**src/rtl/alu_word_seq.sv**
```systemverilog
// Byte-serial word ALU: one byte per clock with carry/shift chaining, Z8-format flags for the word.
// Latency BYTES+1 cycles from the start sample to done; no backpressure, a start while busy is dropped.
module alu_word_seq #(
    parameter int BYTES      = 2,
    parameter int FLAG_C_BIT = 7
) (
    input  logic                 clk,
    input  logic                 reset,
    input  logic                 start,
    input  logic [3:0]           mode,
    input  logic [8*BYTES-1:0]   a,
    input  logic [8*BYTES-1:0]   b,
    input  logic [7:0]           flags_in,
    output logic                 busy,
    output logic                 done,
    output logic [8*BYTES-1:0]   out,
    output logic [7:0]           out_flags
);

    localparam int W  = 8 * BYTES;
    localparam int FZ = 6;
    localparam int FS = 5;
    localparam int FV = 4;
    localparam int FD = 3;
    localparam int FH = 2;

    typedef enum logic [1:0] {
        S_IDLE,
        S_RUN,
        S_DONE
    } state_t;

    typedef enum logic [3:0] {
        OP_ADD = 4'h0, OP_ADC = 4'h1, OP_SUB = 4'h2, OP_SBC = 4'h3,
        OP_CP  = 4'h4, OP_AND = 4'h5, OP_OR  = 4'h6, OP_XOR = 4'h7,
        OP_INC = 4'h8, OP_DEC = 4'h9, OP_COM = 4'hA, OP_RL  = 4'hB,
        OP_RLC = 4'hC, OP_RR  = 4'hD, OP_RRC = 4'hE, OP_SRA = 4'hF
    } op_t;

    state_t         r_state;
    op_t            r_op;
    logic [W-1:0]   r_a;
    logic [W-1:0]   r_b;
    logic [7:0]     r_flags;
    logic [W-1:0]   r_acc;
    logic           r_chain;
    logic [2:0]     r_idx;

    logic           w_msb_first;
    logic           w_last;
    logic [2:0]     w_pos;
    logic [7:0]     w_x;
    logic [7:0]     w_y;
    logic [8:0]     w_sum9;
    logic [4:0]     w_nib5;
    logic [7:0]     w_res_b;
    logic           w_co;
    logic           w_h;
    logic           w_v;
    logic [W-1:0]   w_acc_nxt;
    logic [W-1:0]   w_out_nxt;
    logic [7:0]     w_flags_nxt;

    // Chain seed for byte 0: carry/borrow-in for arithmetic, end-in bit for shifts.
    function automatic logic chain_init(input op_t op, input logic [W-1:0] av, input logic fc);
        logic c;
        case (op)
            OP_ADC, OP_SBC, OP_RLC, OP_RRC: c = fc;
            OP_INC, OP_DEC:                 c = 1'b1;
            OP_RL, OP_SRA:                  c = av[W-1];
            OP_RR:                          c = av[0];
            default:                        c = 1'b0;
        endcase
        return c;
    endfunction

    assign w_msb_first = (r_op == OP_RR) || (r_op == OP_RRC) || (r_op == OP_SRA);
    assign w_last      = (r_idx == 3'(BYTES - 1));
    assign w_pos       = w_msb_first ? (3'(BYTES - 1) - r_idx) : r_idx;

    always_comb begin : byte_sel
        w_x = 8'h00;
        w_y = 8'h00;
        for (int k = 0; k < BYTES; k++) begin
            if (w_pos == 3'(k)) begin
                w_x = r_a[8*k +: 8];
                w_y = r_b[8*k +: 8];
            end
        end
        if ((r_op == OP_INC) || (r_op == OP_DEC)) begin
            w_y = 8'h00;
        end
    end

    always_comb begin : byte_alu
        w_sum9  = 9'd0;
        w_nib5  = 5'd0;
        w_res_b = 8'h00;
        w_co    = r_chain;
        w_h     = 1'b0;
        w_v     = 1'b0;
        case (r_op)
            OP_ADD, OP_ADC, OP_INC: begin
                w_sum9  = {1'b0, w_x} + {1'b0, w_y} + {8'd0, r_chain};
                w_nib5  = {1'b0, w_x[3:0]} + {1'b0, w_y[3:0]} + {4'd0, r_chain};
                w_res_b = w_sum9[7:0];
                w_co    = w_sum9[8];
                w_h     = w_nib5[4];
                w_v     = (w_x[7] == w_y[7]) && (w_sum9[7] != w_x[7]);
            end
            OP_SUB, OP_SBC, OP_CP, OP_DEC: begin
                // Bit 8 / bit 4 of the wrapped difference are the byte and nibble borrows.
                w_sum9  = {1'b0, w_x} - {1'b0, w_y} - {8'd0, r_chain};
                w_nib5  = {1'b0, w_x[3:0]} - {1'b0, w_y[3:0]} - {4'd0, r_chain};
                w_res_b = w_sum9[7:0];
                w_co    = w_sum9[8];
                w_h     = w_nib5[4];
                w_v     = (w_x[7] != w_y[7]) && (w_sum9[7] != w_x[7]);
            end
            OP_AND: w_res_b = w_x & w_y;
            OP_OR:  w_res_b = w_x | w_y;
            OP_XOR: w_res_b = w_x ^ w_y;
            OP_COM: w_res_b = ~w_x;
            OP_RL, OP_RLC: begin
                w_res_b = {w_x[6:0], r_chain};
                w_co    = w_x[7];
            end
            OP_RR, OP_RRC, OP_SRA: begin
                w_res_b = {r_chain, w_x[7:1]};
                w_co    = w_x[0];
            end
            default: ;
        endcase
    end

    always_comb begin : acc_merge
        w_acc_nxt = r_acc;
        for (int k = 0; k < BYTES; k++) begin
            if (w_pos == 3'(k)) begin
                w_acc_nxt[8*k +: 8] = w_res_b;
            end
        end
    end

    // Only consumed on the last byte; arithmetic runs LSB-first so w_h/w_v belong to the top byte.
    always_comb begin : flag_calc
        w_out_nxt       = (r_op == OP_CP) ? r_a : w_acc_nxt;
        w_flags_nxt     = r_flags;
        w_flags_nxt[FZ] = (w_acc_nxt == '0);
        w_flags_nxt[FS] = w_acc_nxt[W-1];
        case (r_op)
            OP_ADD, OP_ADC, OP_SUB, OP_SBC, OP_CP: begin
                w_flags_nxt[FLAG_C_BIT] = w_co;
                w_flags_nxt[FV]         = w_v;
                w_flags_nxt[FH]         = w_h;
                if (r_op != OP_CP) begin
                    w_flags_nxt[FD] = (r_op == OP_SUB) || (r_op == OP_SBC);
                end
            end
            OP_INC, OP_DEC: w_flags_nxt[FV] = w_v;
            OP_AND, OP_OR, OP_XOR, OP_COM: w_flags_nxt[FV] = 1'b0;
            default: begin
                w_flags_nxt[FLAG_C_BIT] = w_co;
                w_flags_nxt[FV]         = r_a[W-1] ^ w_acc_nxt[W-1];
            end
        endcase
    end

    always_ff @(posedge clk) begin
        if (reset) begin
            r_state   <= S_IDLE;
            r_op      <= OP_ADD;
            r_a       <= '0;
            r_b       <= '0;
            r_flags   <= 8'h00;
            r_acc     <= '0;
            r_chain   <= 1'b0;
            r_idx     <= 3'd0;
            busy      <= 1'b0;
            done      <= 1'b0;
            out       <= '0;
            out_flags <= 8'h00;
        end else begin
            done <= 1'b0;
            case (r_state)
                S_IDLE, S_DONE: begin
                    if (start) begin
                        r_op    <= op_t'(mode);
                        r_a     <= a;
                        r_b     <= b;
                        r_flags <= flags_in;
                        r_chain <= chain_init(op_t'(mode), a, flags_in[FLAG_C_BIT]);
                        r_idx   <= 3'd0;
                        r_state <= S_RUN;
                        busy    <= 1'b1;
                    end else begin
                        r_state <= S_IDLE;
                    end
                end
                S_RUN: begin
                    r_acc   <= w_acc_nxt;
                    r_chain <= w_co;
                    if (w_last) begin
                        r_state   <= S_DONE;
                        busy      <= 1'b0;
                        done      <= 1'b1;
                        out       <= w_out_nxt;
                        out_flags <= w_flags_nxt;
                    end else begin
                        r_idx <= r_idx + 3'd1;
                    end
                end
                default: r_state <= S_IDLE;
            endcase
        end
    end

endmodule

```
**config.mk**
```make
export PLATFORM = sky130hd
export DESIGN_NAME = alu_word_seq
export DESIGN_NICKNAME = d
export VERILOG_FILES = /design/src/rtl/alu_word_seq.sv
export SDC_FILE = /design/constraint.sdc
export NUM_CORES = 1
export LEC_CHECK = 0
export ABC_AREA = 1
export CORE_MARGIN = 2
export CORE_UTILIZATION = 38
export DETAILED_ROUTE_END_ITERATION = 6
export SYNTH_ARGS = -nofsm -noshare
export SYNTH_HDL_FRONTEND = slang
export SYNTH_SLANG_ARGS = --single-unit
```
**constraint.sdc**
```tcl
create_clock -name clk -period 4.7 [get_ports clk]
set_input_delay 0.94 -clock clk [delete_from_list [all_inputs] [get_ports clk]]
set_output_delay 0.94 -clock clk [all_outputs]
set_load 0.03 [all_outputs]
```
==> impl_metrics.env <==
export IMPL_synth_area_per_cell_sq_um=6.57
export IMPL_port_buffer_count=69
export IMPL_overflow=0
export IMPL_initial_utilization_pct=38.9
export IMPL_netlist_instances=861
export IMPL_finClkSkew_ns=0.00740
export IMPL_post_route_period_util_pct=92.2
export IMPL_synth_distinct_cells=44
export IMPL_syn_num_nets=942
export IMPL_h_tree_depth=3
export IMPL_worst_pin_slew_ns=0.766
export IMPL_drc=0
export IMPL_root_buffer="clkbuf_16"
export IMPL_finalSetupViolations=0
export IMPL_crit_arrival_ns=4.57
export IMPL_via_per_inst=4.95
export IMPL_yosysSeqAreaShare_pct=31.5
export IMPL_cts_made_buffers=9
export IMPL_fp_dieH_microns=126
export IMPL_diodes=0
export IMPL_cts_sinks=89
export IMPL_ys_ff_latch=89
export IMPL_ctsResizeCount=0
export IMPL_layout_min_cycle_time_ns=4.33
export IMPL_dp_hpwl_microns=12600
export IMPL_hold_viol_final=0
export IMPL_regArea_sq_um=1780
export IMPL_max_cap_viol_count=0
export IMPL_intPower_mw=1.61
export IMPL_syn_to_final_growth_pct=22.2
export IMPL_postRouteWirelength_microns=16200
export IMPL_p_leak_nw=3.20
export IMPL_row_count=44
export IMPL_startpoint_type="flop"
export IMPL_status="complete, no violations"
export IMPL_clkPwrFrac_pct=30.7
export IMPL_die_w_microns=126
export IMPL_required_ns=4.94
export IMPL_dr_total_vias=5542
export IMPL_slew_headroom_pct=48.8
export IMPL_p_sw_share_pct=36.8
export IMPL_tns_ns=0
export IMPL_fill_cells=1555
export IMPL_layout_drive_gt1_share_pct=8.88
export IMPL_grtUsageTotal_pct=20.5
export IMPL_utilization_pct=47.6
export IMPL_cts_tree="built"
export IMPL_drt_pass1_iter_count=7
export IMPL_hold_path_class="flop to flop"
export IMPL_multi_input_area_sq_um=3230
export IMPL_final_cells=1119
export IMPL_power_switching_mw=0.938
export IMPL_power_mw=2.55
export IMPL_path_clk_slew_ns=0.07
export IMPL_postRouteAntennaNets=0
export IMPL_netlist_area_sq_um=5660
export IMPL_criticalPathCategory="flop to flop"
export IMPL_postCtsHoldBufs=0
export IMPL_dieArea_sq_um=15900
export IMPL_post_drt_wl_per_cell_microns=14.4
export IMPL_fmax_mhz=231
export IMPL_final_nets=1011
export IMPL_power_frac_comb_pct=36.0
export IMPL_path_max_fanout=9
export IMPL_critPathCaptureType="flop"
export IMPL_peakVddDrop_mv=0.221
export IMPL_grt_pass1_vias=5191
export IMPL_clkLatencyLatePin_ns=0.35
export IMPL_postCtsSetupRepairBufs=0
export IMPL_drt_iter0_markers=367
export IMPL_slew_violations=0
export IMPL_rsz0062_at_grt="no"
export IMPL_fp_coreArea_sq_um=14500
export IMPL_grt_pass1_wl_microns=25900
export IMPL_finalWorstSetupSlack_ns=0.369
export IMPL_placed_cells=1103
export IMPL_power_density_nw_per_um2=369
export IMPL_seq_power_share_pct=33.3
export IMPL_antenna_found_initial=0
export IMPL_cts_buffer_depth=2
export IMPL_io_pins=73
export IMPL_grt_max_degree=62
export IMPL_post_place_ws_ns=0.406
export IMPL_globalplace_congestion=0.901
export IMPL_ys_warn_count=0
-- path summary, 6_finish.rpt --
kind	start	end	slack, ns	cells past startpoint
worst min register to register	r_flags[0]$_SDFFE_PP0P_	r_flags[0]$_SDFFE_PP0P_	0.45	2
worst max register to register	r_idx[2]$_SDFFE_PP0P_	out_flags[7]$_SDFFE_PP0P_	0.37	25
worst max-delay path	r_idx[2]$_SDFFE_PP0P_	out_flags[7]$_SDFFE_PP0P_	0.37	25
worst min-delay path	r_flags[0]$_SDFFE_PP0P_	r_flags[0]$_SDFFE_PP0P_	0.45	2
-- power groups by stage --
| stage | registers [mW] | logic (mW) | clock network [mW] |
|---|---|---|---|
| floorplan | 0.864 | 0.636 | 0 |
| global placement | 0.864 | 0.907 | 0 |
| detailed placement | 0.865 | 0.915 | 0 |
| CTS | 0.848 | 0.919 | 0.801 |
| global route | 0.855 | 1.05 | 0.836 |
| finish | 0.849 | 0.919 | 0.783 |
-- sequential cells by signal, summed over array words and instances (netlist names) --
signal and flops:
r_state 2, out_flags 8, r_flags 5, r_a 16
done 1, r_op 4, r_idx 3, busy 1
r_chain 1, r_acc 16, r_b 16, out 16
-- layout by cell type, fill, tap and decap left out, types with 5 or more instances in the layout --
master,count
a21oi_1,54
clkbuf_16,9
o21ai_0,107
ha_1,30
dfxtp_1,89
buf_4,19
clkdlybuf4s50_1,69
nand4_1,5
inv_1,127
nand3_1,50
nand3_2,7
nand2_2,13
nand2_1,172
nand2_4,6
nor3_1,5
o22ai_1,13
clkinv_1,5
nor2_1,98
-- critical path, stage by stage, from the launching register on --
cell,delay (ns)
dfxtp_1,0.38
inv_1,0.10
ha_1,0.29
nand3_2,0.10
nand3_4,0.17
nor2_8,0.06
clkinv_1,0.08
buf_4,0.20
o22ai_1,0.11
nand2_1,0.17
inv_1,0.09
fa_1,0.43
fa_1,0.41
inv_1,0.08
nand4_1,0.15
nand3_1,0.12
nand2_1,0.07
nand2_1,0.06
a21oi_1,0.07
or2_2,0.27
nand3_1,0.09
nand2_1,0.08
nor2_1,0.19
o21ai_0,0.20
nor3_1,0.17
o21ai_0,0.09
-- synthesized netlist by cell type, drive strengths merged --
| library cell | number | area [sq um] |
|---|---|---|
| a211oi | 2 | 15.0 |
| a21oi | 56 | 288 |
| a22o | 1 | 8.76 |
| a22oi | 1 | 7.51 |
| a31oi | 3 | 18.8 |
| a32o | 3 | 30.0 |
| and3 | 1 | 6.26 |
| buf | 8 | 55.0 |
| clkbuf | 22 | 82.6 |
| clkinv | 5 | 18.8 |
| dfxtp | 89 | 1780 |
| fa | 4 | 80.1 |
| ha | 30 | 375 |
| inv | 132 | 498 |
| nand2 | 191 | 792 |
| nand3 | 58 | 338 |
| nand3b | 2 | 15.0 |
| nand4 | 6 | 43.8 |
| nor2 | 104 | 438 |
| nor3 | 5 | 25.0 |
| o211ai | 3 | 22.5 |
| o21a | 1 | 7.51 |
| o21ai | 114 | 582 |
| o21bai | 1 | 7.51 |
| o22ai | 13 | 81.3 |
| or2 | 4 | 25.0 |
| xnor2 | 1 | 8.76 |
| xor2 | 1 | 8.76 |
-- area by class of cell --
| type | count | share of cell area [%] |
|---|---|---|
| Clock buffer | 9 | 3.26 |
| Clock inverter | 7 | 1.47 |
| Inverter | 137 | 7.47 |
| Multi-Input combinational cell | 605 | 46.7 |
| Sequential cell | 89 | 25.8 |
| Tap cell | 184 | 3.33 |
| Timing Repair Buffer | 88 | 12.0 |
-- through the flow --
step / hold WS (ns) / area [sq um]
2_1_floorplan: 0.425 / 5660
3_3_place_gp: 0.438 / 6590
3_5_place_dp: 0.439 / 6590
4_1_cts: 0.452 / 6920
5_1_grt: 0.465 / 6920
6_report: 0.447 / 6920
-- cells by family after synthesis --
logic type	share of synthesized area [%]
adder cells (fa/ha/maj)	8.05
AND/OR/NAND/NOR	29.7
flip-flops	31.5
XOR/XNOR	0.310
AO/OA/AOI/OAI	18.9
buffers and inverters	11.6
-- layer usage --
layer / global-route usage, % / vias to the layer above / routed length [microns]
met3: 3.91 / 18 / 754
met5: 0 / - / 0
met2: 33.5 / 134 / 7480
li1: - / 2909 / -
met4: 5.30 / 0 / 250
met1: 27.7 / 2481 / 7680
Power figures use the tool's default switching activity.
